File: src/rtl/vga_fb_pkg.sv
`default_nettype none
// +----------------------------------------------------------------+
// | vga_fb_pkg: shared encodings for the framebuffer arbiter       |
// | Rev 1.0                                                        |
// +----------------------------------------------------------------+
package vga_fb_pkg;

  localparam int ADDR_W_DEF = 19;
  localparam int DATA_W_DEF = 24;

  typedef enum logic [0:0] {
    ST_NORMAL = 1'b0,
    ST_STARVE = 1'b1
  } state_t;

  typedef enum logic [1:0] {
    OWN_NONE = 2'd0,
    OWN_F    = 2'd1,
    OWN_W    = 2'd2
  } owner_t;

endpackage
`default_nettype wire

File: src/rtl/fb_starve_timer.sv
`default_nettype none
// +----------------------------------------------------------------+
// | fb_starve_timer: writer wait counter and NORMAL/STARVE FSM     |
// | Rev 1.0                                                        |
// +----------------------------------------------------------------+
module fb_starve_timer
  import vga_fb_pkg::*;
#(
  parameter int WR_MAX_WAIT = 16
) (
  input  logic clk,
  input  logic reset,
  input  logic w_req,
  input  logic w_gnt,
  output logic starve
);

  localparam logic [7:0] LIMIT = 8'(WR_MAX_WAIT);

  logic [7:0] wait_cnt;
  state_t     state;

  always_ff @(posedge clk) begin
    if (reset) begin
      wait_cnt <= 8'd0;
      state    <= ST_NORMAL;
    end else begin
      if (w_req && !w_gnt)
        wait_cnt <= (wait_cnt == LIMIT) ? wait_cnt : wait_cnt + 8'd1;
      else
        wait_cnt <= 8'd0;

      // STARVE lasts one cycle: either the writer is served or it went away.
      case (state)
        ST_NORMAL: if (w_req && !w_gnt && wait_cnt == LIMIT) state <= ST_STARVE;
        ST_STARVE: state <= ST_NORMAL;
        default:   state <= ST_NORMAL;
      endcase
    end
  end

  assign starve = (state == ST_STARVE);

endmodule
`default_nettype wire

File: src/rtl/vga_fb_arbiter.sv
`default_nettype none
// +----------------------------------------------------------------+
// | vga_fb_arbiter: display-fetch / writer arbiter for one SRAM    |
// | Rev 1.0                                                        |
// +----------------------------------------------------------------+
module vga_fb_arbiter
  import vga_fb_pkg::*;
#(
  parameter int ADDR_W      = ADDR_W_DEF,
  parameter int DATA_W      = DATA_W_DEF,
  parameter int WR_MAX_WAIT = 16
) (
  input  logic              clk,
  input  logic              reset,
  input  logic              frame_start,
  input  logic              f_req,
  input  logic [ADDR_W-1:0] f_addr,
  output logic              f_gnt,
  output logic              f_rvalid,
  output logic [DATA_W-1:0] f_rdata,
  input  logic              w_req,
  input  logic              w_we,
  input  logic [ADDR_W-1:0] w_addr,
  input  logic [DATA_W-1:0] w_wdata,
  output logic              w_gnt,
  output logic              w_rvalid,
  output logic [DATA_W-1:0] w_rdata,
  output logic              m_en,
  output logic              m_we,
  output logic [ADDR_W-1:0] m_addr,
  output logic [DATA_W-1:0] m_wdata,
  input  logic [DATA_W-1:0] m_rdata,
  output logic              f_underrun
);

  logic   starve;
  owner_t tag_s1;
  owner_t tag_s2;

  // Fetch wins unless the writer has been starved and is still asking.
  assign f_gnt = !reset && f_req && !(starve && w_req);
  assign w_gnt = !reset && w_req && (starve || !f_req);

  fb_starve_timer #(
    .WR_MAX_WAIT(WR_MAX_WAIT)
  ) u_starve_timer (
    .clk   (clk),
    .reset (reset),
    .w_req (w_req),
    .w_gnt (w_gnt),
    .starve(starve)
  );

  always_ff @(posedge clk) begin
    if (reset) begin
      m_en       <= 1'b0;
      m_we       <= 1'b0;
      m_addr     <= '0;
      m_wdata    <= '0;
      tag_s1     <= OWN_NONE;
      tag_s2     <= OWN_NONE;
      f_underrun <= 1'b0;
    end else begin
      m_en <= f_gnt | w_gnt;
      if (f_gnt) begin
        m_we   <= 1'b0;
        m_addr <= f_addr;
      end else if (w_gnt) begin
        m_we    <= w_we;
        m_addr  <= w_addr;
        m_wdata <= w_wdata;
      end else begin
        m_we <= 1'b0;
      end

      if (f_gnt)
        tag_s1 <= OWN_F;
      else if (w_gnt && !w_we)
        tag_s1 <= OWN_W;
      else
        tag_s1 <= OWN_NONE;
      tag_s2 <= tag_s1;

      // A refusal in the same cycle as frame_start belongs to the new frame.
      if (f_req && !f_gnt)
        f_underrun <= 1'b1;
      else if (frame_start)
        f_underrun <= 1'b0;
    end
  end

  assign f_rvalid = (tag_s2 == OWN_F);
  assign w_rvalid = (tag_s2 == OWN_W);
  assign f_rdata  = m_rdata;
  assign w_rdata  = m_rdata;

endmodule
`default_nettype wire

File: config.mk
export PLATFORM = sky130hd
export DESIGN_NAME = vga_fb_arbiter
export DESIGN_NICKNAME = d
export VERILOG_FILES = /design/src/rtl/vga_fb_pkg.sv /design/src/rtl/fb_starve_timer.sv /design/src/rtl/vga_fb_arbiter.sv
export SDC_FILE = /design/constraint.sdc
export NUM_CORES = 1
export LEC_CHECK = 0
export CAP_MARGIN = 0
export CORE_UTILIZATION = 30
export CTS_BUF_LIST = sky130_fd_sc_hd__clkbuf_4 sky130_fd_sc_hd__clkbuf_8
export CTS_CLUSTER_SIZE = 10
export DETAILED_ROUTE_END_ITERATION = 8
export MAX_ROUTING_LAYER = met4
export PLACE_DENSITY = 0.84
export SLEW_MARGIN = 5
export SYNTH_ARGS = -nofsm -noshare
export SYNTH_HDL_FRONTEND = slang
export SYNTH_SLANG_ARGS = --single-unit
File: constraint.sdc
create_clock -name clk -period 1.2 [get_ports clk]
set_input_delay 0.24 -clock clk [delete_from_list [all_inputs] [get_ports clk]]
set_output_delay 0.24 -clock clk [all_outputs]
set_load 0.02 [all_outputs]
==> impl_metrics.xml, run 1 <==
<?xml version="1.0" encoding="UTF-8"?>
<metrics>
  <group name="min_path">
    <metric name="hp-class" unit="">in -&gt; reg</metric>
  </group>
  <group name="detailed_routing">
    <metric name="routed-via-count" unit="">2359</metric>
    <metric name="detail_route.wirelength" unit="mm">7.83</metric>
    <metric name="drt_pre_antenna_iters" unit="">4</metric>
    <metric name="wl_per_cell" unit="µm">15.4</metric>
    <metric name="antenna_violating_nets_post_route" unit="">0</metric>
    <metric name="vias_per_cell" unit="">4.65</metric>
    <metric name="drt-initial-drc-count" unit="">64</metric>
    <metric name="route.detailed.drc" unit="">0</metric>
  </group>
  <group name="timing">
    <metric name="final_period_minus_worst_setup_slack" unit="ns">1.51</metric>
    <metric name="final_hold_viol_count" unit="">0</metric>
    <metric name="final_worst_path_cycle_share" unit="">1.26</metric>
    <metric name="worst-slew-pin-transition" unit="ns">0.310</metric>
    <metric name="number_of_pins_exceeding_their_max_slew_limit_in_the_final_report" unit="">0</metric>
    <metric name="final.setup.worst_slack" unit="ns">-0.310</metric>
    <metric name="slew-limit-headroom" unit="">0.792</metric>
    <metric name="whs" unit="ns">0.384</metric>
    <metric name="finalSetupViolations" unit="">47</metric>
    <metric name="final.setup_skew" unit="ns">0.00977</metric>
    <metric name="rsz0062_at_grt" unit="">true</metric>
    <metric name="timing.fmax" unit="MHz">662</metric>
  </group>
  <group name="logic_synthesis">
    <metric name="synth_cell_type_count" unit="">28</metric>
    <metric name="ys.warnings.count" unit="">0</metric>
    <metric name="post_synthesis_net_count" unit="">399</metric>
    <metric name="postSynthRegisterBits" unit="">59</metric>
    <metric name="synthesis.area_per_instance" unit="µm²">8.95</metric>
    <metric name="syn-instance-count" unit="">305</metric>
    <metric name="mappedNetlistArea" unit="mm²">0.00273</metric>
    <metric name="ys_seq_area_frac" unit="">0.433</metric>
  </group>
  <group name="power">
    <metric name="power.combinational.fraction" unit="">0.182</metric>
    <metric name="leakage" unit="nW">1.75</metric>
    <metric name="power.sequential.fraction" unit="">0.435</metric>
    <metric name="share_clk_of_total_power" unit="">0.383</metric>
    <metric name="switchingPower" unit="mW">1.21</metric>
    <metric name="vdd.ir_drop.worst" unit="mV">0.635</metric>
    <metric name="p_int" unit="mW">3.64</metric>
    <metric name="swShare" unit="">0.250</metric>
    <metric name="power_per_cell_area" unit="mW/mm²">1170</metric>
  </group>
  <group name="final_layout">
    <metric name="utilization" unit="">0.473</metric>
    <metric name="final_cell_mix" unit="">64 x clkdlybuf4s50_1, 53 x dfxtp_1, 37 x buf_2</metric>
    <metric name="mostFrequentLayoutCell" unit="">clkdlybuf4s50_1</metric>
    <metric name="post_route_cells_drive_above_1_share" unit="">0.353</metric>
    <metric name="synthToLayoutAreaGrowth" unit="%">52.0</metric>
    <metric name="nets" unit="">490</metric>
    <metric name="n_antenna_cell" unit="">0</metric>
  </group>
  <group name="worst_setup_path">
    <metric name="critical_path.slowest_cell" unit="">dfxtp_2</metric>
    <metric name="critical_path.cell_chain" unit="">buf_6 -&gt; nand2_2 -&gt; nand3b_1 -&gt; buf_12 -&gt; clkinv_4 -&gt; buf_6</metric>
    <metric name="timing.critical_path.to_type" unit="">primary output</metric>
    <metric name="required" unit="ns">0.96</metric>
    <metric name="cp_data_arrival_time" unit="ns">1.27</metric>
    <metric name="timing.critical_path.mode_cell" unit="">buf_6</metric>
    <metric name="critPathMaxFanout" unit="">4</metric>
    <metric name="critPathKind" unit="">reg -&gt; out</metric>
    <metric name="sort_of_element_at_the_start_of_the_critical_path" unit="">flop</metric>
    <metric name="largest_stage_delay_worst_path" unit="ns">0.34</metric>
  </group>
  <group name="global_routing">
    <metric name="grt_pass1_wl" unit="mm">11.2</metric>
    <metric name="grt_antenna_before_repair" unit="">0</metric>
    <metric name="grt_max_degree" unit="">51</metric>
    <metric name="grt_util_all_layers" unit="">0.155</metric>
    <metric name="grt_pass1_vias" unit="">2416</metric>
    <metric name="global_route.overflow_total" unit="">0</metric>
  </group>
  <group name="floorplan">
    <metric name="core_region_area" unit="mm²">0.00876</metric>
    <metric name="floorplan.die_area" unit="mm²">0.00949</metric>
    <metric name="die_w" unit="µm">97.4</metric>
    <metric name="boundaryPins" unit="">190</metric>
    <metric name="initial_core_util" unit="">0.312</metric>
    <metric name="fp-row-count" unit="">34</metric>
    <metric name="die-height" unit="µm">97.4</metric>
  </group>
  <group name="clocking">
    <metric name="cts-buffers-inserted" unit="">9</metric>
    <metric name="clk_latency" unit="ns">0.33</metric>
    <metric name="cts_tree" unit="">done</metric>
    <metric name="worst_setup_hold_path_clk_slew" unit="ns">0.07</metric>
    <metric name="cts_buffer_depth" unit="">2</metric>
    <metric name="h-tree-depth" unit="">3</metric>
    <metric name="clock_tree.root_cell" unit="">clkbuf_8</metric>
    <metric name="cts_sinks" unit="">59</metric>
  </group>
  <group name="run">
    <metric name="timing.max_cap.violations" unit="">0</metric>
  </group>
  <group name="placement">
    <metric name="dp.final_hpwl" unit="mm">4.65</metric>
    <metric name="finalWeightedCongestion" unit="">0.713</metric>
    <metric name="io_buffers" unit="">117</metric>
  </group>
  <group name="status">
    <metric name="status" unit="">finished, violations left</metric>
    <metric name="violations" unit="">setup timing</metric>
  </group>
</metrics>
per-layer routing:
layer / global-route usage / wire length [µm] / vias up
li1: - / - / 1143
met1: 0.151 / 3180 / 1087
met2: 0.274 / 3920 / 103
met3: 0.0468 / 545 / 26
met4: 0.0814 / 191 / 0
met5: - / 0 / -
flip-flops by register name, indices dropped and copies added (netlist names):
name,flops
m_wdata,24
tag_s2,2
m_addr,19
tag_s1,2
u_starve_timer.starve,1
u_starve_timer.wait_cnt,8
m_we,1
m_en,1
f_underrun,1
final cells by class:
type | instances | area (µm²)
multi-input cells | 177 | 1260
fillers | 852 | 4610
repair buffers | 144 | 1340
inverters | 5 | 25.0
flip-flops and latches | 59 | 1190
clock buffers | 12 | 165
clock inverters | 2 | 35.0
well taps | 108 | 135
cell families (layout without fill, tap and decap cells):
kind of cell,Yosys count,in the layout,share of synthesized area
compound gates,45,45,0.0907
xor+xnor,7,7,0.0225
fa+ha+maj,2,2,0.00916
buf+inv,69,163,0.167
flops,59,59,0.433
mux,19,19,0.0697
simple gates,104,104,0.209
through the flow:
stage          setup TNS (ns)  setup WS (ns)  std cells  power (mW)  area [µm²]
3_3_place_gp           -30.26         -0.750        477        2.97        3720
6_report                -5.58         -0.310        507        4.85        4150
3_5_place_dp           -32.18         -0.754        477        2.99        3720
4_1_cts                 -3.68         -0.327        497        4.87        4040
5_1_grt                 -7.74         -0.360        507        5.08        4150
2_1_floorplan               0         0.0410        305        2.73        2750
Yosys cell counts, drive strengths merged:
master,n,share of area
ha,2,0.0092
buf,58,0.15
nand3,8,0.015
nor4bb,1,0.0037
nand2b,25,0.057
and2,1,0.0023
dfxtp,59,0.43
or2,1,0.0023
mux2i,19,0.070
xnor2,2,0.0064
inv,4,0.0055
a21oi,2,0.0037
nor3,1,0.0018
o21ai,40,0.073
clkbuf,6,0.0082
a211oi,3,0.014
and2b,1,0.0028
and3,2,0.0046
clkinv,1,0.0018
xor2,5,0.016
nor3b,1,0.0028
nand3b,17,0.047
nor2,12,0.017
nor2b,6,0.014
nand2,28,0.038
repair_timing:
action,in CTS,in global routing
pin swaps,0,14
setup buffers,4,7
hold buffers,0,0
cloned,2,5
resized for setup,184,84
endpoints found under the setup margin,96,65
final timing paths:
| path | startpoint | to | slack (ns) | cells past startpoint |
|---|---|---|---|---|
| worst max register to register | u_starve_timer.starve | m_addr[18] | -0.25 | 8 |
| worst max-delay path | u_starve_timer.starve | f_gnt | -0.31 | 6 |
| worst min-delay path | f_req | f_underrun | 0.38 | 3 |
| worst min register to register | tag_s1[0] | tag_s2[0] | 0.43 | 1 |
power groups by stage:
stage	combinational, mW	clock [mW]	sequential (mW)
2_1_floorplan	0.461	0	2.27
5_1_grt	0.941	2.02	2.12
4_1_cts	0.843	1.92	2.11
6_report	0.882	1.86	2.11
3_3_place_gp	0.818	0	2.15
3_5_place_dp	0.834	0	2.16
worst max-delay path: cells and delay by family, from the launching register on:
| family | cells | cell delay [ns] |
|---|---|---|
| buf+inv | 4 | 0.41 |
| flops | 1 | 0.34 |
| simple gates | 2 | 0.18 |
(Power assumes the default switching activity.)
==> inputs of run 2 (changes only) <==
CORE_MARGIN = 4   (was unset)
==> run 2 against run 1 <==
The run still ends with setup timing left. Hold slack better by 0.0039 ns. Die area up 13%. Largest cell class is now multi-input gates. Combinational power down 12%. Critical path type unchanged.
==> impl_metrics.xml, run 2 (synthesis results as in run 1) <==
<?xml version="1.0" encoding="UTF-8"?>
<metrics>
  <group name="min_path">
    <metric name="hold_depth" unit="">3</metric>
    <metric name="hp-class" unit="">in -&gt; reg</metric>
  </group>
  <group name="placement">
    <metric name="dp.final_hpwl" unit="mm">4.99</metric>
    <metric name="finalWeightedCongestion" unit="">0.807</metric>
    <metric name="postPlaceCellArea" unit="mm²">0.00373</metric>
    <metric name="io_buffers" unit="">117</metric>
  </group>
  <group name="worst_setup_path">
    <metric name="sort_of_element_at_the_start_of_the_critical_path" unit="">flop</metric>
    <metric name="rr_worst_depth" unit="">5</metric>
    <metric name="critPathMaxFanout" unit="">3</metric>
    <metric name="timing.critical_path.to_type" unit="">primary output</metric>
    <metric name="critPathKind" unit="">reg -&gt; out</metric>
    <metric name="cp_data_arrival_time" unit="ns">1.09</metric>
    <metric name="required" unit="ns">0.96</metric>
  </group>
  <group name="final_layout">
    <metric name="nets" unit="">479</metric>
    <metric name="biggestRegsByFlops" unit="">m_wdata (24), m_addr (19), u_starve_timer.wait_cnt (8)</metric>
    <metric name="max_flop_register" unit="">m_wdata</metric>
    <metric name="largest_reg_flops" unit="">24</metric>
    <metric name="mostFrequentLayoutCell" unit="">clkdlybuf4s50_1</metric>
    <metric name="final_cell_mix" unit="">64 x clkdlybuf4s50_1, 54 x dfxtp_1, 34 x o21ai_1</metric>
    <metric name="synthToLayoutAreaGrowth" unit="%">44.8</metric>
    <metric name="post_route_cells_drive_above_1_share" unit="">0.282</metric>
    <metric name="n_antenna_cell" unit="">0</metric>
    <metric name="finish.instance_area" unit="mm²">0.00395</metric>
  </group>
  <group name="global_routing">
    <metric name="grt_pass1_wl" unit="mm">10.2</metric>
    <metric name="global_route.overflow_total" unit="">0</metric>
    <metric name="grt_max_degree" unit="">51</metric>
    <metric name="grt_util_all_layers" unit="">0.128</metric>
    <metric name="grt_pass1_vias" unit="">2250</metric>
    <metric name="grt_antenna_before_repair" unit="">0</metric>
  </group>
  <group name="timing">
    <metric name="final.setup_skew" unit="ns">0.00868</metric>
    <metric name="rsz0062_at_grt" unit="">true</metric>
    <metric name="final.setup.worst_slack" unit="ns">-0.127</metric>
    <metric name="timing.fmax" unit="MHz">754</metric>
    <metric name="number_of_pins_exceeding_their_max_slew_limit_in_the_final_report" unit="">0</metric>
    <metric name="worst-slew-pin-transition" unit="ns">0.412</metric>
    <metric name="whs" unit="ns">0.388</metric>
    <metric name="finalSetupViolations" unit="">28</metric>
    <metric name="final_period_minus_worst_setup_slack" unit="ns">1.33</metric>
    <metric name="final_worst_path_cycle_share" unit="">1.11</metric>
    <metric name="slew-limit-headroom" unit="">0.723</metric>
    <metric name="final_hold_viol_count" unit="">0</metric>
  </group>
  <group name="power">
    <metric name="leakage" unit="nW">1.65</metric>
    <metric name="p_int" unit="mW">4.02</metric>
    <metric name="switchingPower" unit="mW">1.17</metric>
    <metric name="share_clk_of_total_power" unit="">0.444</metric>
    <metric name="power.combinational.fraction" unit="">0.149</metric>
    <metric name="power.sequential.fraction" unit="">0.407</metric>
    <metric name="swShare" unit="">0.225</metric>
    <metric name="power_per_cell_area" unit="mW/mm²">1310</metric>
    <metric name="vdd.ir_drop.worst" unit="mV">0.691</metric>
  </group>
  <group name="floorplan">
    <metric name="boundaryPins" unit="">190</metric>
    <metric name="die-height" unit="µm">103</metric>
    <metric name="floorplan.die_area" unit="mm²">0.0107</metric>
    <metric name="initial_core_util" unit="">0.310</metric>
    <metric name="die_w" unit="µm">103</metric>
    <metric name="fp-row-count" unit="">34</metric>
    <metric name="core_region_area" unit="mm²">0.00881</metric>
  </group>
  <group name="detailed_routing">
    <metric name="wl_per_cell" unit="µm">13.6</metric>
    <metric name="routed-via-count" unit="">2225</metric>
    <metric name="routed.top_layer" unit="">met4</metric>
    <metric name="drt-initial-drc-count" unit="">29</metric>
    <metric name="metal1_wirelength" unit="mm">2.65</metric>
    <metric name="detailroute.wirelength.met2" unit="mm">3.30</metric>
    <metric name="route.detailed.drc" unit="">0</metric>
    <metric name="antenna_violating_nets_post_route" unit="">0</metric>
    <metric name="detail_route.wirelength" unit="mm">6.76</metric>
    <metric name="wl_met3" unit="µm">716</metric>
    <metric name="vias_per_cell" unit="">4.47</metric>
    <metric name="drt_pre_antenna_iters" unit="">4</metric>
  </group>
  <group name="clocking">
    <metric name="clock_tree.root_cell" unit="">clkbuf_8</metric>
    <metric name="clk_latency" unit="ns">0.32</metric>
    <metric name="cts-buffers-inserted" unit="">9</metric>
    <metric name="cts_sinks" unit="">59</metric>
    <metric name="cts_tree" unit="">done</metric>
    <metric name="cts_buffer_depth" unit="">2</metric>
    <metric name="h-tree-depth" unit="">3</metric>
    <metric name="worst_setup_hold_path_clk_slew" unit="ns">0.07</metric>
  </group>
  <group name="status">
    <metric name="status" unit="">finished, violations left</metric>
    <metric name="violations" unit="">setup timing</metric>
  </group>
  <group name="run">
    <metric name="timing.max_cap.violations" unit="">0</metric>
  </group>
</metrics>
## run 2: changes by cell type in the layout (fill, tap and decap cells not counted), moves of 2 or more
cell | before | now
buf_12 | 3 | 1
clkbuf_16 | 3 | 0
o21ai_2 | 5 | 0
o21ai_0 | 1 | 6
bufinv_16 | 1 | 3
buf_6 | 9 | 7
buf_8 | 2 | 0
nand2_2 | 12 | 2
mux2i_2 | 4 | 0
mux2i_1 | 15 | 19
nand2_1 | 15 | 26
clkdlybuf4s15_2 | 8 | 12
buf_2 | 37 | 33
## run 2: stage by stage
| step | total power [mW] | util | setup WS, ns | std cells | setup TNS [ns] |
|---|---|---|---|---|---|
| detailed placement | 3.00 | 0.423 | -0.769 | 479 | -33.29 |
| CTS | 5.32 | 0.463 | -0.163 | 498 | -1.60 |
| global placement | 2.98 | 0.423 | -0.762 | 479 | -31.66 |
| floorplan | 2.73 | - | 0.0410 | 305 | 0 |
| finish | 5.19 | 0.449 | -0.127 | 498 | -1.52 |
| global route | 5.44 | 0.449 | -0.197 | 498 | -3.87 |
## run 2: worst max-delay path: stages, from the launching register on
cell	delay [ns]
dfxtp_2	0.35
nand2_1	0.05
nand3b_1	0.15
inv_1	0.07
buf_6	0.13
## run 2: power by group through the flow
stage          Clock (mW)  Sequential, mW  Combinational [mW]
2_1_floorplan           0            2.27               0.461
3_3_place_gp            0            2.15               0.827
3_5_place_dp            0            2.16               0.843
4_1_cts              2.38            2.11               0.819
5_1_grt              2.48            2.12               0.841
6_report             2.31            2.11               0.776
## run 2: cell type report
class | count | area, µm²
Sequential cell | 59 | 1190
Clock inverter | 4 | 95.1
Multi-Input combinational cell | 177 | 1190
Clock buffer | 12 | 165
Tap cell | 108 | 135
Inverter | 5 | 20.0
Fill cell | 879 | 4850
Timing Repair Buffer | 133 | 1160
## run 2: final timing paths
kind | slack [ns] | end | startpoint
worst max register to register | -0.12 | m_addr[1] | u_starve_timer.starve
worst min register to register | 0.44 | tag_s2[0] | tag_s1[0]
worst min-delay path | 0.39 | f_underrun | f_req
worst max-delay path | -0.13 | f_gnt | u_starve_timer.starve
## run 2: what timing repair did
item	CTS	global route
gates resized for setup	181	48
pin swaps	2	9
buffers inserted	3	0
setup endpoints to repair	99	78
hold endpoints to repair	0	0
hold buffers	0	0
## run 2: per-layer routing
layer,vias up,global-route usage
met1,1003,0.126
met4,0,0.0508
li1,1117,-
met5,-,-
met2,94,0.223
met3,11,0.0510
